--- config.mk ---
export PLATFORM = sky130hd
export DESIGN_NAME = or_vector_source_scanner
export DESIGN_NICKNAME = d
export VERILOG_FILES = /design/src/rtl/or_vector_source_scanner.sv
export SDC_FILE = /design/constraint.sdc
export NUM_CORES = 1
export LEC_CHECK = 0
export ABC_AREA = 1
export BUFFER_PORTS_ARGS = -buffer_cell sky130_fd_sc_hd__buf_2
export CORE_ASPECT_RATIO = 1.25
export CORE_MARGIN = 10
export CORE_UTILIZATION = 45
export DETAILED_ROUTE_END_ITERATION = 10
export GPL_TIMING_DRIVEN = 1
export PLACE_DENSITY = 0.68
export REMOVE_ABC_BUFFERS = 1
export SKIP_LAST_GASP = 1
export SLEW_MARGIN = 5
export SYNTH_ARGS = -nofsm -noshare
export SYNTH_HDL_FRONTEND = slang
export SYNTH_SLANG_ARGS = --single-unit
--- constraint.sdc ---
create_clock -name Clock_i -period 1.7 [get_ports Clock_i]
set_input_delay 0.425 -clock Clock_i [delete_from_list [all_inputs] [get_ports Clock_i]]
set_output_delay 0.425 -clock Clock_i [all_outputs]
set_load 0.05 [all_outputs]
--- src/rtl/or_vector_source_scanner.sv ---
// Captures a bubble-corrected input vector on Start and streams the index of
// every set bit, lowest first, over a valid/ready handshake, then pulses Done.
module or_vector_source_scanner #(
  parameter int          WIDTH       = 17,
  parameter logic [31:0] BubblesMask = 32'h0,
  localparam int         IW          = $clog2(WIDTH),
  localparam int         CW          = $clog2(WIDTH + 1)
) (
  input  logic             Clock_i,
  input  logic             Reset_ni,
  input  logic             Start_i,
  input  logic [WIDTH-1:0] Input_Vector_i,
  output logic             Busy_o,
  output logic             Any_o,
  output logic [CW-1:0]    Hit_Count_o,
  output logic             Index_Valid_o,
  output logic [IW-1:0]    Index_o,
  input  logic             Index_Ready_i,
  output logic             Last_o,
  output logic             Done_o
);

  typedef enum logic [1:0] {IDLE, SCAN, DONE} state_t;

  state_t           state_q, state_d;
  logic [WIDTH-1:0] vec_q, vec_d;
  logic             any_q;
  logic [CW-1:0]    cnt_q;

  logic [WIDTH-1:0] masked;
  logic [WIDTH-1:0] vecLowCleared;
  logic [CW-1:0]    popCount;
  logic [IW-1:0]    lowIdx;
  logic             capture;
  logic             oneLeft;

  assign masked        = Input_Vector_i ^ BubblesMask[WIDTH-1:0];
  assign capture       = (state_q == IDLE) && Start_i;
  assign vecLowCleared = vec_q & (vec_q - WIDTH'(1));
  assign oneLeft       = (vec_q != '0) && (vecLowCleared == '0);

  always_comb begin
    popCount = '0;
    for (int i = 0; i < WIDTH; i++) popCount = popCount + CW'(masked[i]);
  end

  // Scanning downwards leaves the lowest set position as the final winner.
  always_comb begin
    lowIdx = '0;
    for (int i = WIDTH - 1; i >= 0; i--) begin
      if (vec_q[i]) lowIdx = IW'(i);
    end
  end

  always_comb begin
    state_d = state_q;
    vec_d   = vec_q;
    case (state_q)
      IDLE: begin
        if (Start_i) begin
          vec_d   = masked;
          state_d = (masked != '0) ? SCAN : DONE;
        end
      end
      SCAN: begin
        if (Index_Ready_i) begin
          vec_d = vecLowCleared;
          if (oneLeft) state_d = DONE;
        end
      end
      DONE:    state_d = IDLE;
      default: state_d = IDLE;
    endcase
  end

  always_ff @(posedge Clock_i or negedge Reset_ni) begin
    if (!Reset_ni) begin
      state_q <= IDLE;
      vec_q   <= '0;
      any_q   <= 1'b0;
      cnt_q   <= '0;
    end else begin
      state_q <= state_d;
      vec_q   <= vec_d;
      if (capture) begin
        any_q <= |masked;
        cnt_q <= popCount;
      end
    end
  end

  assign Busy_o        = (state_q != IDLE);
  assign Index_Valid_o = (state_q == SCAN);
  assign Index_o       = (state_q == SCAN) ? lowIdx : '0;
  assign Last_o        = (state_q == SCAN) && oneLeft;
  assign Done_o        = (state_q == DONE);
  assign Any_o         = any_q;
  assign Hit_Count_o   = cnt_q;

endmodule

==> flow_metrics.env <==
export IMPL_status="complete, but fails checks"
export IMPL_violations="negative setup slack"
export IMPL_gp_congestion=0.863
export IMPL_fmaxAchievable_mhz=299
export IMPL_postSynthCellCount=259
export IMPL_synth_top_area_frac=0.313
export IMPL_crit_path_start_kind="input pin"
export IMPL_synth_area_leader_cell="dfrtp_1"
export IMPL_rsz0062_at_grt="yes"
export IMPL_n_antenna_cell=0
export IMPL_crit_end="Hit_Count_o[1]$_DFFE_PN0P_"
export IMPL_period_share=1.96
export IMPL_hp_class="input pin to asynchronous set/reset pin"
export IMPL_syn2layout_area_growth_pct=57.6
export IMPL_ctsRootBufferMaster="clkbuf_8"
export IMPL_critPathSlowestCell="fa_1"
export IMPL_grt_max_degree=34
export IMPL_cp_required_ns=1.87
export IMPL_drtPass1Iterations=4
export IMPL_reg2reg_depth=11
export IMPL_r2r_start="vec_q[0]$_DFFE_PN0P_"
export IMPL_finalClockSkew_ns=0.00419
export IMPL_cp_max_fo=2
export IMPL_fp_coreArea_um2=4360
export IMPL_die_area_um2=7520
export IMPL_cp_arrival_ns=3.51
export IMPL_synth_seq_cells=25
export IMPL_start_util=0.458
export IMPL_drv_cap=0
export IMPL_rrSetupSlack_ns=-0.12
export IMPL_irDropWorstVdd_v=0.00104
export IMPL_num_rows=27
export IMPL_antenna_found_initial=0
export IMPL_report_final_slew_viol_count=0
export IMPL_path_clk_slew_ns=0.09
export IMPL_cp_end_kind="flip-flop"
export IMPL_design_area_um2=3150
export IMPL_ios=36
export IMPL_cts_max_level=1
export IMPL_cts_sinks=25
export IMPL_tns_ns=-10.73
export IMPL_p_leak_nw=1.60
export IMPL_place_hpwl_um=4770
export IMPL_ys_warn_count=0
export IMPL_holdWs_ns=0.140
export IMPL_reg2reg_to="vec_q[13]$_DFFE_PN0P_"
export IMPL_critPathKind="input pin to flip-flop"
export IMPL_routed_via_density=5.14
export IMPL_globalRouteTotalUtil=0.167
export IMPL_setup_violations=15
export IMPL_synth_commonest_cells="nand2_1, inv_1, dfrtp_1"
export IMPL_grt_pass1_wl_um=10200
export IMPL_yosysMostFrequentCell="nand2_1"
export IMPL_ant_nets=0
export IMPL_path_cells="buf_8, fa_1, inv_1, fa_2, fa_1, fa_1, fa_2, inv_2, fa_2, nand2_1, nand2_1"
export IMPL_setup_slack_ns=-1.64
export IMPL_die_w_um=79.6
export IMPL_worst_pin_slew_ns=0.585
export IMPL_async_reset_ff_frac=1.00
export IMPL_drt_total_wl_um=6550
export IMPL_clock_latency_ns=0.27
export IMPL_cts_made_buffers=3
export IMPL_overflow=0
export IMPL_max_slew_margin=0.610
export IMPL_grt_pass1_vias=2253
export IMPL_syn_cell_area_um2=2000
export IMPL_routedWlPerCell_um=15.2
export IMPL_io_buffers=35
export IMPL_multi_input_area_um2=1310
export IMPL_synth_seq_area_share=0.313
export IMPL_vias=2214
export IMPL_power_per_cell_area_nw_per_um2=2000
export IMPL_fin_crit_ns=3.34
export IMPL_drc=0
export IMPL_layout_nets=411
export IMPL_clock_path_buffers=2
export IMPL_finalPower_mw=6.29
export IMPL_regArea_um2=626
export IMPL_synth_distinct_cells=35
export IMPL_drive_gt1_frac=0.480
export IMPL_critPathLaunch="Input_Vector_i[5]"
export IMPL_ys_flop_type="dfrtp_1"
export IMPL_synth_edf_count=0
export IMPL_placedInstanceArea_um2=2780
export IMPL_tritoncts="built"
export IMPL_die_y_um=94.5
export IMPL_drtIter0Drc=153
export IMPL_synth_area_leaders="dfrtp_1, fa_1, nand2_1, inv_1, o21ai_0"
export IMPL_avgSynthCellArea_um2=7.71
export IMPL_nFillCells=313
export IMPL_max_stage_delay_ns=0.53
export IMPL_hold_viol=0
## state kept, by name, summed over array words and instances, names as in the netlist
signal,cells
Any_o,1
Hit_Count_o,5
state_q,2
vec_q,17
## through the flow
step | util | setup WS (ns) | instances
6_report | 0.722 | -1.64 | 431
3_5_place_dp | 0.638 | -2.03 | 416
2_1_floorplan | - | -2.36 | 251
4_1_cts | 0.681 | -1.63 | 422
3_3_place_gp | 0.638 | -1.96 | 416
5_1_grt | 0.722 | -1.75 | 431
## placed cells by master (no fill, tap or decap), types with 8 or more instances in the layout
cell type | Yosys | routed
buf_4 | 0 | 79
fa_1 | 11 | 8
buf_6 | 0 | 10
o22ai_1 | 10 | 10
inv_1 | 44 | 36
nand2_1 | 54 | 49
inv_2 | 2 | 10
buf_2 | 1 | 25
nor2_1 | 19 | 15
dfrtp_1 | 25 | 25
a21oi_1 | 13 | 9
o21ai_0 | 19 | 15
## layer usage
metal  track usage  part of all wire  vias up
li1              -                 -     1073
met1         0.183              0.37     1068
met2         0.325              0.57       62
met3        0.0257             0.047       11
met4        0.0359             0.016        0
met5             0                 0        -
## critical path, delay by kind of cell
family	cells	cell delay, ns
buf+inv	3	0.21
fa+ha+maj	6	2.74
simple gates	2	0.12
## area by class of cell
type | instances | share of cell area
Multi-Input combinational cell | 179 | 0.417
Sequential cell | 25 | 0.199
Tap cell | 58 | 0.0231
Inverter | 47 | 0.0569
Clock buffer | 4 | 0.0143
Timing Repair Buffer | 118 | 0.289
## logic make-up after synthesis
logic type      count (synthesis)  synth area share
fa+ha+maj                      16             0.142
compound gates                 59             0.182
flops                          25             0.313
buf+inv                        55             0.105
simple gates                  104             0.258
## repair_timing
action | CTS | global route
buffers inserted | 3 | 8
endpoints found under the setup margin | 13 | 15
cloned | 0 | 1
pin swaps | 14 | 16
gates resized for setup | 40 | 26
hold buffers | 0 | 0
hold endpoints to repair | 0 | 0
## report_power, final
part | internal [mW] | leakage, nW | switching, mW
clock | 0.168 | 0.0228 | 0.189
sequential | 0.889 | 0.306 | 0.276
combinational | 2.11 | 1.27 | 2.66
## how the worst min path moves through the flow
stage | slack [ns] | endpoint | depth (start not counted)
after floorplan | 0.13 | Any_o$_DFFE_PN0P_ | 0
after global placement | 0.46 | vec_q[8]$_DFFE_PN0P_ | 1
after detailed placement | 0.46 | vec_q[6]$_DFFE_PN0P_ | 1
after CTS | 0.16 | vec_q[6]$_DFFE_PN0P_ | 1
after global routing | 0.18 | vec_q[9]$_DFFE_PN0P_ | 1
final | 0.14 | vec_q[9]$_DFFE_PN0P_ | 1
Power figures use the tool's default switching activity.
